### src/rtl/plab1_idiv_pkg.sv
// Shared definitions for the variable-latency 32-bit unsigned divider:
// FSM state encoding and the fixed operand/message/count widths.
package plab1_idiv_pkg;

    localparam int OP_W  = 32;  // operand width
    localparam int MSG_W = 64;  // request/response message width
    localparam int CNT_W = 6;   // bits-remaining counter width (holds 0..32)
    localparam int LZ_W  = 4;   // leading-zero count width (holds 0..8)

    typedef enum logic [1:0] {
        ST_IDLE = 2'd0,
        ST_NORM = 2'd1,
        ST_DIV  = 2'd2,
        ST_DONE = 2'd3
    } state_t;

endpackage

### src/rtl/plab1_idiv_var_latency_if.sv
// val/rdy request and response channels of the divider.
// master = source/sink harness side, slave = divider side.
interface plab1_idiv_var_latency_if;

    logic                              req_val;
    logic                              req_rdy;
    logic [plab1_idiv_pkg::MSG_W-1:0]  req_msg;   // {dividend, divisor}
    logic                              resp_val;
    logic                              resp_rdy;
    logic [plab1_idiv_pkg::MSG_W-1:0]  resp_msg;  // {remainder, quotient}

    modport master (
        output req_val, req_msg, resp_rdy,
        input  req_rdy, resp_val, resp_msg
    );

    modport slave (
        input  req_val, req_msg, resp_rdy,
        output req_rdy, resp_val, resp_msg
    );

endinterface

### src/rtl/plab1_idiv_count_leading_zeros8.sv
// Leading-zero counter for one byte: 8 for an all-zero byte, otherwise the
// index of the first 1 counted from the MSB.
module plab1_idiv_count_leading_zeros8
    import plab1_idiv_pkg::*;
(
    input  logic [7:0]      i_byte,
    output logic [LZ_W-1:0] o_lz
);

    // Scan LSB to MSB so the most significant set bit is the last one to win.
    always_comb begin
        o_lz = LZ_W'(8);
        for (int i = 0; i < 8; i++) begin
            if (i_byte[i]) begin
                o_lz = LZ_W'(7 - i);
            end
        end
    end

endmodule

### src/rtl/plab1_idiv_var_latency.sv
// Iterative 32-bit unsigned divider. NORM skips leading zeros of the
// dividend up to 8 bits per cycle; DIV then retires one quotient bit per
// cycle by restoring division.
module plab1_idiv_var_latency
    import plab1_idiv_pkg::*;
(
    input  logic                    clk,
    input  logic                    reset,   // asynchronous, active-low
    plab1_idiv_var_latency_if.slave idiv
);

    // ---------------------------------------------------------------- datapath
    state_t           r_state;
    state_t           w_state_nxt;

    logic [OP_W-1:0]  r_dvd, r_dsr, r_rem, r_quo;
    logic [CNT_W-1:0] r_cnt;
    logic [OP_W-1:0]  w_dvd_nxt, w_dsr_nxt, w_rem_nxt, w_quo_nxt;
    logic [CNT_W-1:0] w_cnt_nxt;

    logic [OP_W-1:0]  w_a, w_b;
    logic [LZ_W-1:0]  w_lz;
    logic [CNT_W-1:0] w_lz_ext, w_sh;
    logic [OP_W:0]    w_t;
    logic             w_q_bit;
    logic             w_req_go, w_resp_go;
    logic             w_cnt_zero, w_lz_full;

    assign w_a = idiv.req_msg[MSG_W-1:OP_W];
    assign w_b = idiv.req_msg[OP_W-1:0];

    plab1_idiv_count_leading_zeros8 u_clz (
        .i_byte (r_dvd[OP_W-1:OP_W-8]),
        .o_lz   (w_lz)
    );

    // Normalisation shift never exceeds the bits still to be processed.
    assign w_lz_ext = CNT_W'(w_lz);
    assign w_sh     = (w_lz_ext < r_cnt) ? w_lz_ext : r_cnt;

    // The restoring subtract keeps the remainder below the divisor, so the
    // remainder register needs only 32 bits; bit 32 lives only in the trial value.
    assign w_t     = {r_rem, r_dvd[OP_W-1]};
    assign w_q_bit = (w_t >= {1'b0, r_dsr});

    assign w_req_go  = idiv.req_val  && idiv.req_rdy;
    assign w_resp_go = idiv.resp_val && idiv.resp_rdy;

    // Next values of the data registers for each state.
    // NOTE: every combinational output gets a default first so no path leaves it unassigned (no latch).
    always_comb begin
        w_dvd_nxt = r_dvd;
        w_dsr_nxt = r_dsr;
        w_rem_nxt = r_rem;
        w_quo_nxt = r_quo;
        w_cnt_nxt = r_cnt;
        unique case (r_state)
            ST_IDLE: begin
                if (w_req_go) begin
                    w_dvd_nxt = w_a;
                    w_dsr_nxt = w_b;
                    w_rem_nxt = '0;
                    w_quo_nxt = '0;
                    w_cnt_nxt = CNT_W'(OP_W);
                    // Divide by zero: the result is final at once. A zero
                    // count makes the single NORM pass shift by 0 and exit,
                    // which gives the one-cycle latency.
                    if (w_b == '0) begin
                        w_quo_nxt = '1;
                        w_rem_nxt = w_a;
                        w_cnt_nxt = '0;
                    end
                end
            end
            ST_NORM: begin
                w_dvd_nxt = r_dvd << w_sh;
                w_cnt_nxt = r_cnt - w_sh;
            end
            ST_DIV: begin
                w_rem_nxt = w_q_bit ? (w_t[OP_W-1:0] - r_dsr) : w_t[OP_W-1:0];
                w_quo_nxt = {r_quo[OP_W-2:0], w_q_bit};
                w_dvd_nxt = r_dvd << 1;
                w_cnt_nxt = r_cnt - 1'b1;
            end
            default: ;
        endcase
    end

    // Data registers; all cleared while reset is low.
    // NOTE: data registers get an explicit reset here because reset must also abort any division in flight.
    always_ff @(posedge clk or negedge reset) begin
        if (!reset) begin
            r_dvd <= '0;
            r_dsr <= '0;
            r_rem <= '0;
            r_quo <= '0;
            r_cnt <= '0;
        end else begin
            // NOTE: non-blocking assignments so every register samples pre-edge values.
            r_dvd <= w_dvd_nxt;
            r_dsr <= w_dsr_nxt;
            r_rem <= w_rem_nxt;
            r_quo <= w_quo_nxt;
            r_cnt <= w_cnt_nxt;
        end
    end

    assign idiv.resp_msg = {r_rem, r_quo};

    // ----------------------------------------------------------------- control
    assign w_cnt_zero = (w_cnt_nxt == '0);
    assign w_lz_full  = (w_lz == LZ_W'(8));

    // State register.
    always_ff @(posedge clk or negedge reset) begin
        if (!reset) begin
            r_state <= ST_IDLE;
        end else begin
            r_state <= w_state_nxt;
        end
    end

    // Next-state logic and handshake outputs decoded from the state only.
    always_comb begin
        w_state_nxt   = r_state;
        idiv.req_rdy  = 1'b0;
        idiv.resp_val = 1'b0;
        unique case (r_state)
            ST_IDLE: begin
                idiv.req_rdy = reset;
                if (w_req_go) begin
                    w_state_nxt = ST_NORM;
                end
            end
            ST_NORM: begin
                if (w_cnt_zero) begin
                    w_state_nxt = ST_DONE;
                end else if (!w_lz_full) begin
                    w_state_nxt = ST_DIV;
                end
            end
            ST_DIV: begin
                if (w_cnt_zero) begin
                    w_state_nxt = ST_DONE;
                end
            end
            ST_DONE: begin
                idiv.resp_val = 1'b1;
                if (w_resp_go) begin
                    w_state_nxt = ST_IDLE;
                end
            end
            default: w_state_nxt = ST_IDLE;
        endcase
    end

endmodule

### src/flat_wrapper.sv
// flat-port wrapper written by rule: the top's interface ports become plain ports
module plab1_idiv_var_latency_flat import plab1_idiv_pkg::*;
  (clk, reset, idiv_req_val, idiv_req_msg, idiv_resp_rdy, idiv_req_rdy, idiv_resp_val, idiv_resp_msg);
  plab1_idiv_var_latency_if idiv_i ();
  input  logic clk;
  input  logic reset;
  input wire logic [$bits(idiv_i.req_val)-1:0] idiv_req_val;
  input wire logic [$bits(idiv_i.req_msg)-1:0] idiv_req_msg;
  input wire logic [$bits(idiv_i.resp_rdy)-1:0] idiv_resp_rdy;
  output wire logic [$bits(idiv_i.req_rdy)-1:0] idiv_req_rdy;
  output wire logic [$bits(idiv_i.resp_val)-1:0] idiv_resp_val;
  output wire logic [$bits(idiv_i.resp_msg)-1:0] idiv_resp_msg;
  assign idiv_i.req_val = idiv_req_val;
  assign idiv_i.req_msg = idiv_req_msg;
  assign idiv_i.resp_rdy = idiv_resp_rdy;
  assign idiv_req_rdy = idiv_i.req_rdy;
  assign idiv_resp_val = idiv_i.resp_val;
  assign idiv_resp_msg = idiv_i.resp_msg;
  plab1_idiv_var_latency u_core (.clk(clk), .reset(reset), .idiv(idiv_i));
endmodule
### config.mk
export PLATFORM = sky130hd
export DESIGN_NAME = plab1_idiv_var_latency_flat
export DESIGN_NICKNAME = d
export VERILOG_FILES = /design/src/rtl/plab1_idiv_pkg.sv /design/src/rtl/plab1_idiv_var_latency_if.sv /design/src/rtl/plab1_idiv_count_leading_zeros8.sv /design/src/rtl/plab1_idiv_var_latency.sv /design/src/flat_wrapper.sv
export SDC_FILE = /design/constraint.sdc
export NUM_CORES = 1
export LEC_CHECK = 0
export ABC_AREA = 1
export CAP_MARGIN = 30
export CORE_ASPECT_RATIO = 2
export CORE_MARGIN = 2
export CORE_UTILIZATION = 45
export CTS_CLUSTER_SIZE = 25
export DETAILED_ROUTE_END_ITERATION = 8
export PLACE_DENSITY = 0.78
export SETUP_SLACK_MARGIN = 0.3
export SLEW_MARGIN = 40
export SYNTH_ARGS = -nofsm -noshare
export SYNTH_HDL_FRONTEND = slang
export SYNTH_SLANG_ARGS = --single-unit
### constraint.sdc
create_clock -name clk -period 4.9 [get_ports clk]
set_input_delay 0.98 -clock clk [delete_from_list [all_inputs] [get_ports clk]]
set_output_delay 0.98 -clock clk [all_outputs]
set_load 0.02 [all_outputs]
==> results of run 1 <==
[worst max-delay path: stages, from the launching register on]
cell      delay (ns)
dfrtp_1         0.44
nor4_1          0.28
inv_1           0.09
nor2_1          0.14
ha_1            0.26
nand2_1         0.06
inv_1           0.06
o21ai_4         0.25
nand2_8         0.13
o21ai_4         0.14
nand2_1         0.06
ha_1            0.33
nand2_1         0.08
nand2_1         0.04
a31oi_1         0.21
nor2_1          0.09
nor2_1          0.09
nor2_1          0.04
nor2_1          0.16
nand2_1         0.07
nand2_1         0.07
o22ai_1         0.07
a22oi_1         0.22
nand3b_1        0.14
nand2_1         0.08
nand2_1         0.08
o21ai_0         0.15
o21ai_0         0.12
[state kept, by name (all words and copies together), names as in the netlist]
name,cells
u_core.r_cnt,6
u_core.r_dsr,32
u_core.r_dvd,32
u_core.r_quo,32
u_core.r_rem,32
u_core.r_state,2
[metal layers]
layer	track usage (%)	up-vias
li1	-	5189
met1	31.99	5194
met2	56.87	476
met3	4.742	140
met4	20.21	0
met5	0	-
[layout by cell type (no fill, tap or decap), types with 4 or more instances in the layout]
| cell type | instances |
|---|---|
| clkinv_4 | 4 |
| clkdlybuf4s50_1 | 132 |
| o21ai_2 | 4 |
| o21ai_1 | 10 |
| xnor2_1 | 14 |
| a21oi_1 | 210 |
| nand2_1 | 315 |
| o21ai_0 | 59 |
| ha_1 | 44 |
| o21ai_4 | 4 |
| clkbuf_16 | 17 |
| nand2_4 | 4 |
| dfrtp_1 | 136 |
| o21a_1 | 4 |
| bufinv_16 | 5 |
| buf_4 | 18 |
| o211ai_1 | 12 |
| a221oi_1 | 4 |
| nand4_1 | 12 |
| nand2_2 | 6 |
| inv_1 | 110 |
| inv_2 | 5 |
| a31oi_1 | 8 |
| nand3_1 | 195 |
| nor3_1 | 7 |
| nor4_1 | 14 |
| xor2_1 | 11 |
| a21o_1 | 4 |
| nor2_1 | 193 |
[cells in the mapped netlist, types with 2 or more instances]
library cell | instances | share of area [%]
o21ai_2 | 5 | 0.43
fa_1 | 2 | 0.40
buf_4 | 6 | 0.45
o21ai_4 | 3 | 0.48
inv_1 | 111 | 4.1
a22oi_1 | 3 | 0.22
nand2_4 | 3 | 0.33
clkbuf_1 | 48 | 1.8
buf_1 | 4 | 0.15
xnor2_1 | 14 | 1.2
nor3_1 | 8 | 0.40
buf_2 | 20 | 0.99
ha_1 | 45 | 5.6
or2_2 | 3 | 0.19
o22ai_1 | 2 | 0.12
o211ai_1 | 12 | 0.89
o21ai_0 | 59 | 2.9
nand4_1 | 12 | 0.74
nand3b_1 | 3 | 0.22
dfrtp_1 | 136 | 34
xor2_1 | 11 | 0.95
nand3_1 | 195 | 9.7
nor4_1 | 15 | 0.93
o21ai_1 | 10 | 0.50
a21o_1 | 4 | 0.30
o21a_1 | 4 | 0.30
buf_6 | 2 | 0.22
inv_2 | 3 | 0.11
nand2_2 | 3 | 0.19
nor2_1 | 194 | 7.2
a31oi_1 | 8 | 0.50
nand2_1 | 319 | 12
nand3_2 | 2 | 0.20
a21oi_1 | 210 | 10
a221oi_1 | 4 | 0.35
o21bai_1 | 3 | 0.22
[through the flow]
step	cells	hold slack, ns	area [sq um]	utilization (%)
after floorplan	1495	0.4710	10100	-
after global placement	1843	0.4943	11580	52.48
after detailed placement	1843	0.5001	11580	52.49
after CTS	1875	0.4135	12230	55.44
after global routing	1875	0.4369	12250	55.54
final	1875	0.4242	12250	55.54
[logic make-up after synthesis]
group / after synthesis / share of synthesized area, %
compound gates: 331 / 17.98
xor+xnor: 25 / 2.167
fa+ha+maj: 47 / 5.970
buf+inv: 195 / 7.865
flops: 136 / 33.69
mux: 1 / 0.1115
other cells: 1 / 0.03712
simple gates: 759 / 32.18
[area by class of cell]
type	instances	area [sq um]	area share, %
timing repair buffer	152	1479	12.07
clock inverter	15	226.5	1.848
clock buffer	17	425.4	3.471
tap	276	345.3	2.818
multi-input combinational	1164	5943	48.50
inverter	115	431.7	3.523
sequential	136	3403	27.77
[path summary, 6_finish.rpt]
check                            startpoint                 to  slack (ns)  depth (start not counted)
max                        u_core.r_dvd[28]  u_core.r_state[0]        0.82                         27
min                                   reset    u_core.r_dvd[9]        0.42                          1
max reg2reg                u_core.r_dvd[28]  u_core.r_state[0]        0.82                         27
min reg2reg                 u_core.r_dvd[3]    u_core.r_dvd[3]        0.51                          2
max in group asynchronous             reset   u_core.r_dsr[13]        3.51                          2
min in group clk            u_core.r_dvd[3]    u_core.r_dvd[3]        0.51                          2
==> reports/qor.yml, run 1 <==
outcome:
  run_status: "complete, no violations"
route:
  vias: 10999
  post_drt_wl_per_cell_um: 19.30
  routed_wl_um: 36190
  postRouteAntennaNets: 0
  dr_wl_met2_um: 19450
  highest_layer: "met4"
  route.detailed.drc: 0
  wl_met1_um: 12210
  met3_wirelength_um: 1942
  vias_per_cell: 5.866
  drt_iter0_markers: 803
  dr.pass1.iters: 5
floorplan:
  start_util_pct: 45.79
  io_pins: 134
  chipWidth_um: 109.9
  fp-row-count: 77
  dieArea_sq_mm: 0.02374
  die-height_um: 215.9
  coreArea_sq_mm: 0.02206
timing:
  clock_skew_ns: 0.007179
  layout_min_cycle_time_ns: 4.083
  fin_setup_tns_ns: 0
  worstMarginPinSlew_ns: 0.8432
  drv_slew: 0
  rsz0062_at_grt: "no"
  fmax_ghz: 0.2449
  fin_ws_ns: 0.8173
  finalSetupViolCount: 0
  finalCritPeriodShare_pct: 83.32
  slew_headroom_pct: 43.79
  hold_viol_final: 0
placement:
  place_congestion: 0.9882
  dp.final_hpwl_um: 27040
  portBuffers: 133
  post-place-ws_ns: 0.6450
grt:
  grt_overflow: 0
  track_usage_pct: 31.32
  grt_pass1_wl_um: 56930
  grt_max_degree: 73
  antenna_found_initial: 0
  grt_pass1_vias: 11041
layout:
  antenna_cells: 0
  syn_to_final_growth_pct: 21.30
  drive_gt1_share_pct: 5.441
  final_nets: 1701
  fillers: 2163
synth:
  synth_cell_type_count: 45
  netlist_instances: 1495
  syn_area_sq_mm: 0.01010
  synth_nets: 1610
  syn_avg_cell_area_sq_um: 6.757
  synth-main-ff-cell: "dfrtp_1"
  ys_async_sr_fraction_pct: 100.0
  synth_warnings: 0
  synth_edf_count: 0
  synth_seq_cells: 136
  ys_seq_area_share_pct: 33.69
clock_network:
  cts_setup_buffers: 0
  clk_pin_slew_worst_paths_ns: 0.06
  clkLatencyLatePin_ns: 0.44
  numCtsBuffers: 17
  clockBufferDepth: 2
  cts_sinks: 136
  cts_tree: "done"
  cts_resized: 0
  cts.htree.levels: 4
  postCtsHoldBufs: 0
  root_buffer: "clkbuf_16"
worst_setup_path:
  crit_fanout: 9
  start_kind: "flip-flop"
  worstSetupPathType: "flip-flop to flip-flop"
  arrival_ns: 4.40
  worst_setup_path_end_kind: "flip-flop"
  cp.required_ns: 5.21
run:
  cap_violations: 0
min_path:
  hp-class: "input port to asynchronous set/reset pin"
Power of run 1 is left out: the tool's default activity adds up to more than one toggle a clock period on the data nets, which glitch-free logic cannot reach.
==> run 2: changes to the inputs <==
==> constraint.sdc (replaced) <==
create_clock -name clk -period 3.81 [get_ports clk]
set_input_delay 0.762 -clock clk [delete_from_list [all_inputs] [get_ports clk]]
set_output_delay 0.762 -clock clk [all_outputs]
set_load 0.02 [all_outputs]
==> run 2 against run 1 <==
Net effect:
- the run now ends with setup timing left
- clock skew up 0.0048 ns
- sequential cell count unchanged
- final cell count up 1.9%
- critical path type unchanged
- critical endpoint unchanged
==> reports/qor.yml, run 2 (synthesized netlist as in run 1, its figures left out) <==
outcome:
  run_status: "finished, violations left"  # was complete, no violations
  violations: "setup timing"
clock_network:
  postCtsHoldBufs: 0  # unchanged
  clockBufferDepth: 2  # unchanged
  cts_sinks: 136  # unchanged
  cts_tree: "done"  # unchanged
  clk_pin_slew_worst_paths_ns: 0.07  # was 0.06 ns
  cts.htree.levels: 4  # unchanged
  numCtsBuffers: 17  # unchanged
  root_buffer: "clkbuf_16"  # unchanged
  clkLatencyLatePin_ns: 0.45  # was 0.44 ns
min_path:
  hp-class: "input port to asynchronous set/reset pin"  # unchanged
route:
  dr.pass1.iters: 5  # unchanged
  post_drt_wl_per_cell_um: 18.94  # was 19.30 um
  vias_per_cell: 5.834  # was 5.866
  routed_wl_um: 36200  # was 36190 um
  postRouteAntennaNets: 0  # unchanged
  drt_iter0_markers: 931  # was 803
  vias: 11149  # was 10999
  route.detailed.drc: 0  # unchanged
layout:
  seqCellArea_sq_mm: 0.003405  # was 0.003403 sq mm
  final_common_cell: "nand2_1"  # unchanged
  final_cell_mix: "311 x nand2_1, 210 x a21oi_1, 195 x nand3_1"  # was 315 x nand2_1, 210 x a21oi_1, 195 x nand3_1
  syn_to_final_growth_pct: 24.78  # was 21.30%
  antenna_cells: 0  # unchanged
  multi_input_area_sq_mm: 0.006042  # was 0.005943 sq mm
  drive_gt1_share_pct: 8.624  # was 5.441%
  fillers: 2148  # was 2163
  final_nets: 1737  # was 1701
worst_setup_path:
  start_kind: "flip-flop"  # unchanged
  crit_fanout: 8  # was 9
  arrival_ns: 4.16  # was 4.40 ns
  critPathMaxStageDelay_ns: 0.44  # about the same
  worst_setup_path_end_kind: "flip-flop"  # unchanged
  cpMostUsedCell: "nand2_1"  # unchanged
  slowest_stage: "dfrtp_2"  # was dfrtp_1
  cp.required_ns: 4.15  # was 5.21 ns
  r2r_start: "u_core.r_dvd[31]"  # was u_core.r_dvd[28]
  worstSetupPathType: "flip-flop to flip-flop"  # unchanged
  cp-startpoint: "u_core.r_dvd[31]"  # was u_core.r_dvd[28]
grt:
  grt_overflow: 0  # unchanged
  antenna_found_initial: 0  # unchanged
  track_usage_pct: 31.25  # was 31.32%
  grt_max_degree: 74  # was 73
  grt_pass1_wl_um: 56680  # was 56930 um
  grt_pass1_vias: 11197  # was 11041
timing:
  clock_skew_ns: 0.01196  # was 0.007179 ns
  finalSetupViolCount: 2  # was 0
  worstMarginPinSlew_ns: 0.7874  # was 0.8432 ns
  fmax_ghz: 0.2613  # was 0.2449 GHz
  hold_slack_ns: 0.4647  # was 0.4242 ns
  layout_min_cycle_time_ns: 3.827  # was 4.083 ns
  fin_setup_tns_ns: -0.01866  # was 0 ns
  finalCritPeriodShare_pct: 100.5  # was 83.32%
  slew_headroom_pct: 47.51  # was 43.79%
  fin_ws_ns: -0.01732  # was 0.8173 ns
  rsz0062_at_grt: "yes"  # was no
  hold_viol_final: 0  # unchanged
  drv_slew: 0  # unchanged
floorplan:
  chipWidth_um: 109.9  # unchanged
  fp-row-count: 77  # unchanged
  coreArea_sq_mm: 0.02206  # unchanged
  die-height_um: 215.9  # unchanged
  dieArea_sq_mm: 0.02374  # unchanged
  io_pins: 134  # unchanged
  start_util_pct: 45.79  # unchanged
placement:
  post-place-ws_ns: -0.2491  # was 0.6450 ns
  portBuffers: 133  # unchanged
  place_congestion: 0.9924  # was 0.9882
  dp.final_hpwl_um: 26440  # was 27040 um
run:
  cap_violations: 0  # unchanged
-- run 2: cell count changes in the layout (fill, tap and decap cells not counted), moves of 4 or more --
cell / change
buf_4: +28
buf_6: +5
nand2_1: -4
nand2_2: +4
nor2_1: -4
nor2_2: +4
o21ai_0: -4
-- run 2: worst paths after layout --
path                                endpoint  slack (ns)  cells after the start
max reg2reg                u_core.r_state[0]       -0.02                     25
min reg2reg                 u_core.r_dsr[21]        0.51                      2
min                         u_core.r_dsr[31]        0.46                      2
max                        u_core.r_state[0]       -0.02                     25
max in group asynchronous   u_core.r_rem[22]        2.15                      3
min in group clk            u_core.r_dsr[21]        0.51                      2
-- run 2: routing by layer --
metal | vias up | global-route usage (%) | wire (um)
met3 | 156 | 5.225 | 1930
met5 | - | 0 | 0
li1 | 5273 | - | -
met2 | 456 | 54.58 | 19140
met1 | 5264 | 32.16 | 12320
met4 | 0 | 23.38 | 2812
-- run 2: through the flow --
step | util (%) | instances | area [sq um]
final | 57.14 | 1911 | 12610
after global routing | 57.14 | 1911 | 12610
after CTS | 56.68 | 1905 | 12510
after detailed placement | 53.47 | 1865 | 11800
after global placement | 53.47 | 1865 | 11800
after floorplan | - | 1495 | 10140
-- run 2: final cells by class --
| type | instances | share of cell area [%] |
|---|---|---|
| clock buffers | 19 | 3.514 |
| clock inverters | 13 | 1.181 |
| inverters | 115 | 3.464 |
| multi-input cells | 1165 | 47.93 |
| flip-flops and latches | 136 | 27.01 |
| well taps | 276 | 2.739 |
| repair buffers | 187 | 14.16 |
-- run 2: worst max-delay path: cells and delay by family, from the launching register on --
| kind | cells | cell delay (ns) |
|---|---|---|
| and+or+nand+nor | 14 | 1.48 |
| adders and majority gates | 2 | 0.58 |
| DFF | 1 | 0.44 |
| buffers and inverters | 2 | 0.16 |
| AOI/OAI and AO/OA | 7 | 1.04 |
-- run 2: what timing repair did --
item	CTS	global route
setup endpoints to repair	3	33
pin swaps	18	18
buffers inserted	8	5
gates cloned	0	1
resized for setup	15	17
Power of run 2 is left out for the same reason.
==> run 3: changes to the inputs <==
--- a/config.mk
+++ b/config.mk
@@ -12,7 +12,8 @@
 export CORE_UTILIZATION = 45
 export CTS_CLUSTER_SIZE = 25
 export DETAILED_ROUTE_END_ITERATION = 8
-export PLACE_DENSITY = 0.78
+export HOLD_SLACK_MARGIN = 0.12
+export PLACE_DENSITY = 0.63
 export SETUP_SLACK_MARGIN = 0.3
 export SLEW_MARGIN = 40
 export SYNTH_ARGS = -nofsm -noshare
==> run 3 against run 2 <==
Net effect:
- the run now ends clean
- count of clock-buffer cells in the layout shrank 1
- clock skew shrank 0.0039 ns
- utilization shrank 0.37 points
- sequential cell count is the same
- critical path depth shrank 3
- non-clock buffer count shrank 9
- register-to-register slack gained 0.16 ns
- die area is the same
- critical path type unchanged
- critical endpoint unchanged
==> reports/qor.yml, run 3 (synthesized netlist as in run 1, its figures left out) <==
worst_setup_path:
  r2r-end: "u_core.r_state[0]"  # unchanged
  crit_chain: "nor4_2 -> inv_1 -> nor2_2 -> ha_1 -> nand2_1 -> inv_2 -> o21ai_4 -> buf_4 -> nand3_2 -> nand2_2 -> nand2_1 -> ha_1 -> inv_2 -> fa_1 -> nand2_1 -> o21ai_0 -> nor4_2 -> nand3b_1 -> nand2_1 -> nand2_2 -> o21ai_1 -> o21ai_1"
  cpMostUsedCell: "nand2_1"  # unchanged
  worst-path-stages: 22  # was 25
  r2r_start: "u_core.r_dvd[28]"  # was u_core.r_dvd[31]
  path_buf_inv: 4  # was 2
  crit_fanout: 4  # was 8
  critPathMaxStageDelay_ns: 0.41  # was 0.44 ns
  slowest_stage: "fa_1"  # was dfrtp_2
  worst_setup_path_end_kind: "flip-flop"  # unchanged
  r2r.worst_path.cells: 22  # was 25
  start_kind: "flip-flop"  # unchanged
  r2r_slack_ns: 0.15  # was -0.02 ns
  arrival_ns: 3.99  # was 4.16 ns
  cpLargestDelayFamily: "simple AND/OR/NAND/NOR gates"  # unchanged
  cp.required_ns: 4.14  # was 4.15 ns
  worstSetupPathType: "flip-flop to flip-flop"  # unchanged
timing:
  hold_viol_final: 0  # unchanged
  slew_headroom_pct: 45.98  # was 47.51%
  layout_min_cycle_time_ns: 3.664  # was 3.827 ns
  fin_setup_tns_ns: 0  # was -0.01866 ns
  clock_skew_ns: 0.008074  # was 0.01196 ns
  fmax_ghz: 0.2729  # was 0.2613 GHz
  finalCritPeriodShare_pct: 96.16  # was 100.5%
  worstMarginPinSlew_ns: 0.8102  # was 0.7874 ns
  drv_slew: 0  # unchanged
  finalSetupViolCount: 0  # was 2
  rsz0062_at_grt: "yes"  # unchanged
floorplan:
  die-height_um: 215.9  # unchanged
  start_util_pct: 45.79  # unchanged
  dieArea_sq_mm: 0.02374  # unchanged
  coreArea_sq_mm: 0.02206  # unchanged
  fp-row-count: 77  # unchanged
  chipWidth_um: 109.9  # unchanged
  io_pins: 134  # unchanged
clock_network:
  numCtsBuffers: 17  # unchanged
  clk_pin_slew_worst_paths_ns: 0.07  # about the same
  cts_sinks: 136  # unchanged
  clockBufferDepth: 2  # unchanged
  cts.htree.levels: 4  # unchanged
  cts_tree: "done"  # unchanged
  clkLatencyLatePin_ns: 0.45  # about the same
  root_buffer: "clkbuf_16"  # unchanged
  postCtsHoldBufs: 0  # unchanged
route:
  vias: 10877  # was 11149
  met3_wirelength_um: 1658  # was 1930 um
  post_drt_wl_per_cell_um: 19.62  # was 18.94 um
  dr_wl_met2_um: 19840  # was 19140 um
  routed_wl_um: 37290  # was 36200 um
  highest_layer: "met4"  # unchanged
  route.detailed.drc: 0  # unchanged
  dr.pass1.iters: 6  # was 5
  vias_per_cell: 5.722  # was 5.834
  drt_iter0_markers: 747  # was 931
  postRouteAntennaNets: 0  # unchanged
  wl_met1_um: 13120  # was 12320 um
placement:
  dp.final_hpwl_um: 27820  # was 26440 um
  portBuffers: 133  # unchanged
  place_congestion: 0.9548  # was 0.9924
grt:
  grt_pass1_wl_um: 58170  # was 56680 um
  grt_max_degree: 74  # unchanged
  grt_pass1_vias: 10856  # was 11197
  grt_overflow: 0  # unchanged
  antenna_found_initial: 0  # unchanged
  track_usage_pct: 32.60  # was 31.25%
layout:
  final_nets: 1727  # was 1737
  final_cell_mix: "310 x nand2_1, 210 x a21oi_1, 192 x nand3_1"  # was 311 x nand2_1, 210 x a21oi_1, 195 x nand3_1
  multi_input_area_sq_mm: 0.006028  # was 0.006042 sq mm
  antenna_cells: 0  # unchanged
  seqCellArea_sq_mm: 0.003403  # was 0.003405 sq mm
  fillers: 2233  # was 2148
  syn_to_final_growth_pct: 23.98  # was 24.78%
  final_common_cell: "nand2_1"  # unchanged
  drive_gt1_share_pct: 8.000  # was 8.624%
  fin_util_pct: 56.77  # was 57.14%
min_path:
  hp-class: "input port to asynchronous set/reset pin"  # unchanged
outcome:
  run_status: "complete, no violations"  # was finished, violations left
run:
  cap_violations: 0  # unchanged
[run 3: cell type report]
cell class	count	area share, %
Timing Repair Buffer	178	13.66
Multi-Input combinational cell	1164	48.13
Tap cell	276	2.757
Clock inverter	14	1.309
Inverter	115	3.467
Sequential cell	136	27.17
Clock buffer	18	3.506
[run 3: how the worst max path moves through the flow]
stage | slack, ns | to | start
global placement | 0.04 | u_core.r_state[0] | u_core.r_dvd[30]
global route | -0.08 | u_core.r_state[0] | u_core.r_dvd[28]
finish | 0.15 | u_core.r_state[0] | u_core.r_dvd[28]
detailed placement | -0.02 | u_core.r_state[0] | u_core.r_dvd[31]
floorplan | 0.09 | u_core.r_state[0] | u_core.r_dvd[30]
CTS | 0.13 | u_core.r_state[0] | u_core.r_dvd[28]
[run 3: layer usage]
layer	GRT usage (%)	vias up
met5	0	-
met4	22.57	0
met3	5.134	124
met2	57.30	366
met1	34.24	5140
li1	-	5247
[run 3: worst reg2reg max path: cells and delay by family (launching register included)]
family	cells	cell delay [ns]
adders and majority gates	3	0.85
DFF	1	0.39
and+or+nand+nor	11	1.38
AOI/OAI and AO/OA	4	0.52
buffers and inverters	4	0.40
[run 3: stage by stage]
| stage | std cells | hold WS, ns | setup WS [ns] | area (sq um) |
|---|---|---|---|---|
| 3_3_place_gp | 1861 | 0.4949 | 0.04273 | 11770 |
| 6_report | 1901 | 0.4609 | 0.1463 | 12520 |
| 5_1_grt | 1901 | 0.5043 | -0.07634 | 12520 |
| 2_1_floorplan | 1495 | 0.4664 | 0.08528 | 10140 |
| 4_1_cts | 1900 | 0.4752 | 0.1261 | 12450 |
| 3_5_place_dp | 1861 | 0.5011 | -0.02469 | 11770 |
[run 3: repair_timing]
| action | 4_1_cts | 5_1_grt |
|---|---|---|
| pin swaps | 13 | 2 |
| endpoints found under the setup margin | 2 | 13 |
| buffers inserted | 7 | 1 |
| hold endpoints to repair | 0 | 0 |
| resized for setup | 7 | 19 |
Power of run 3 is left out for the same reason.
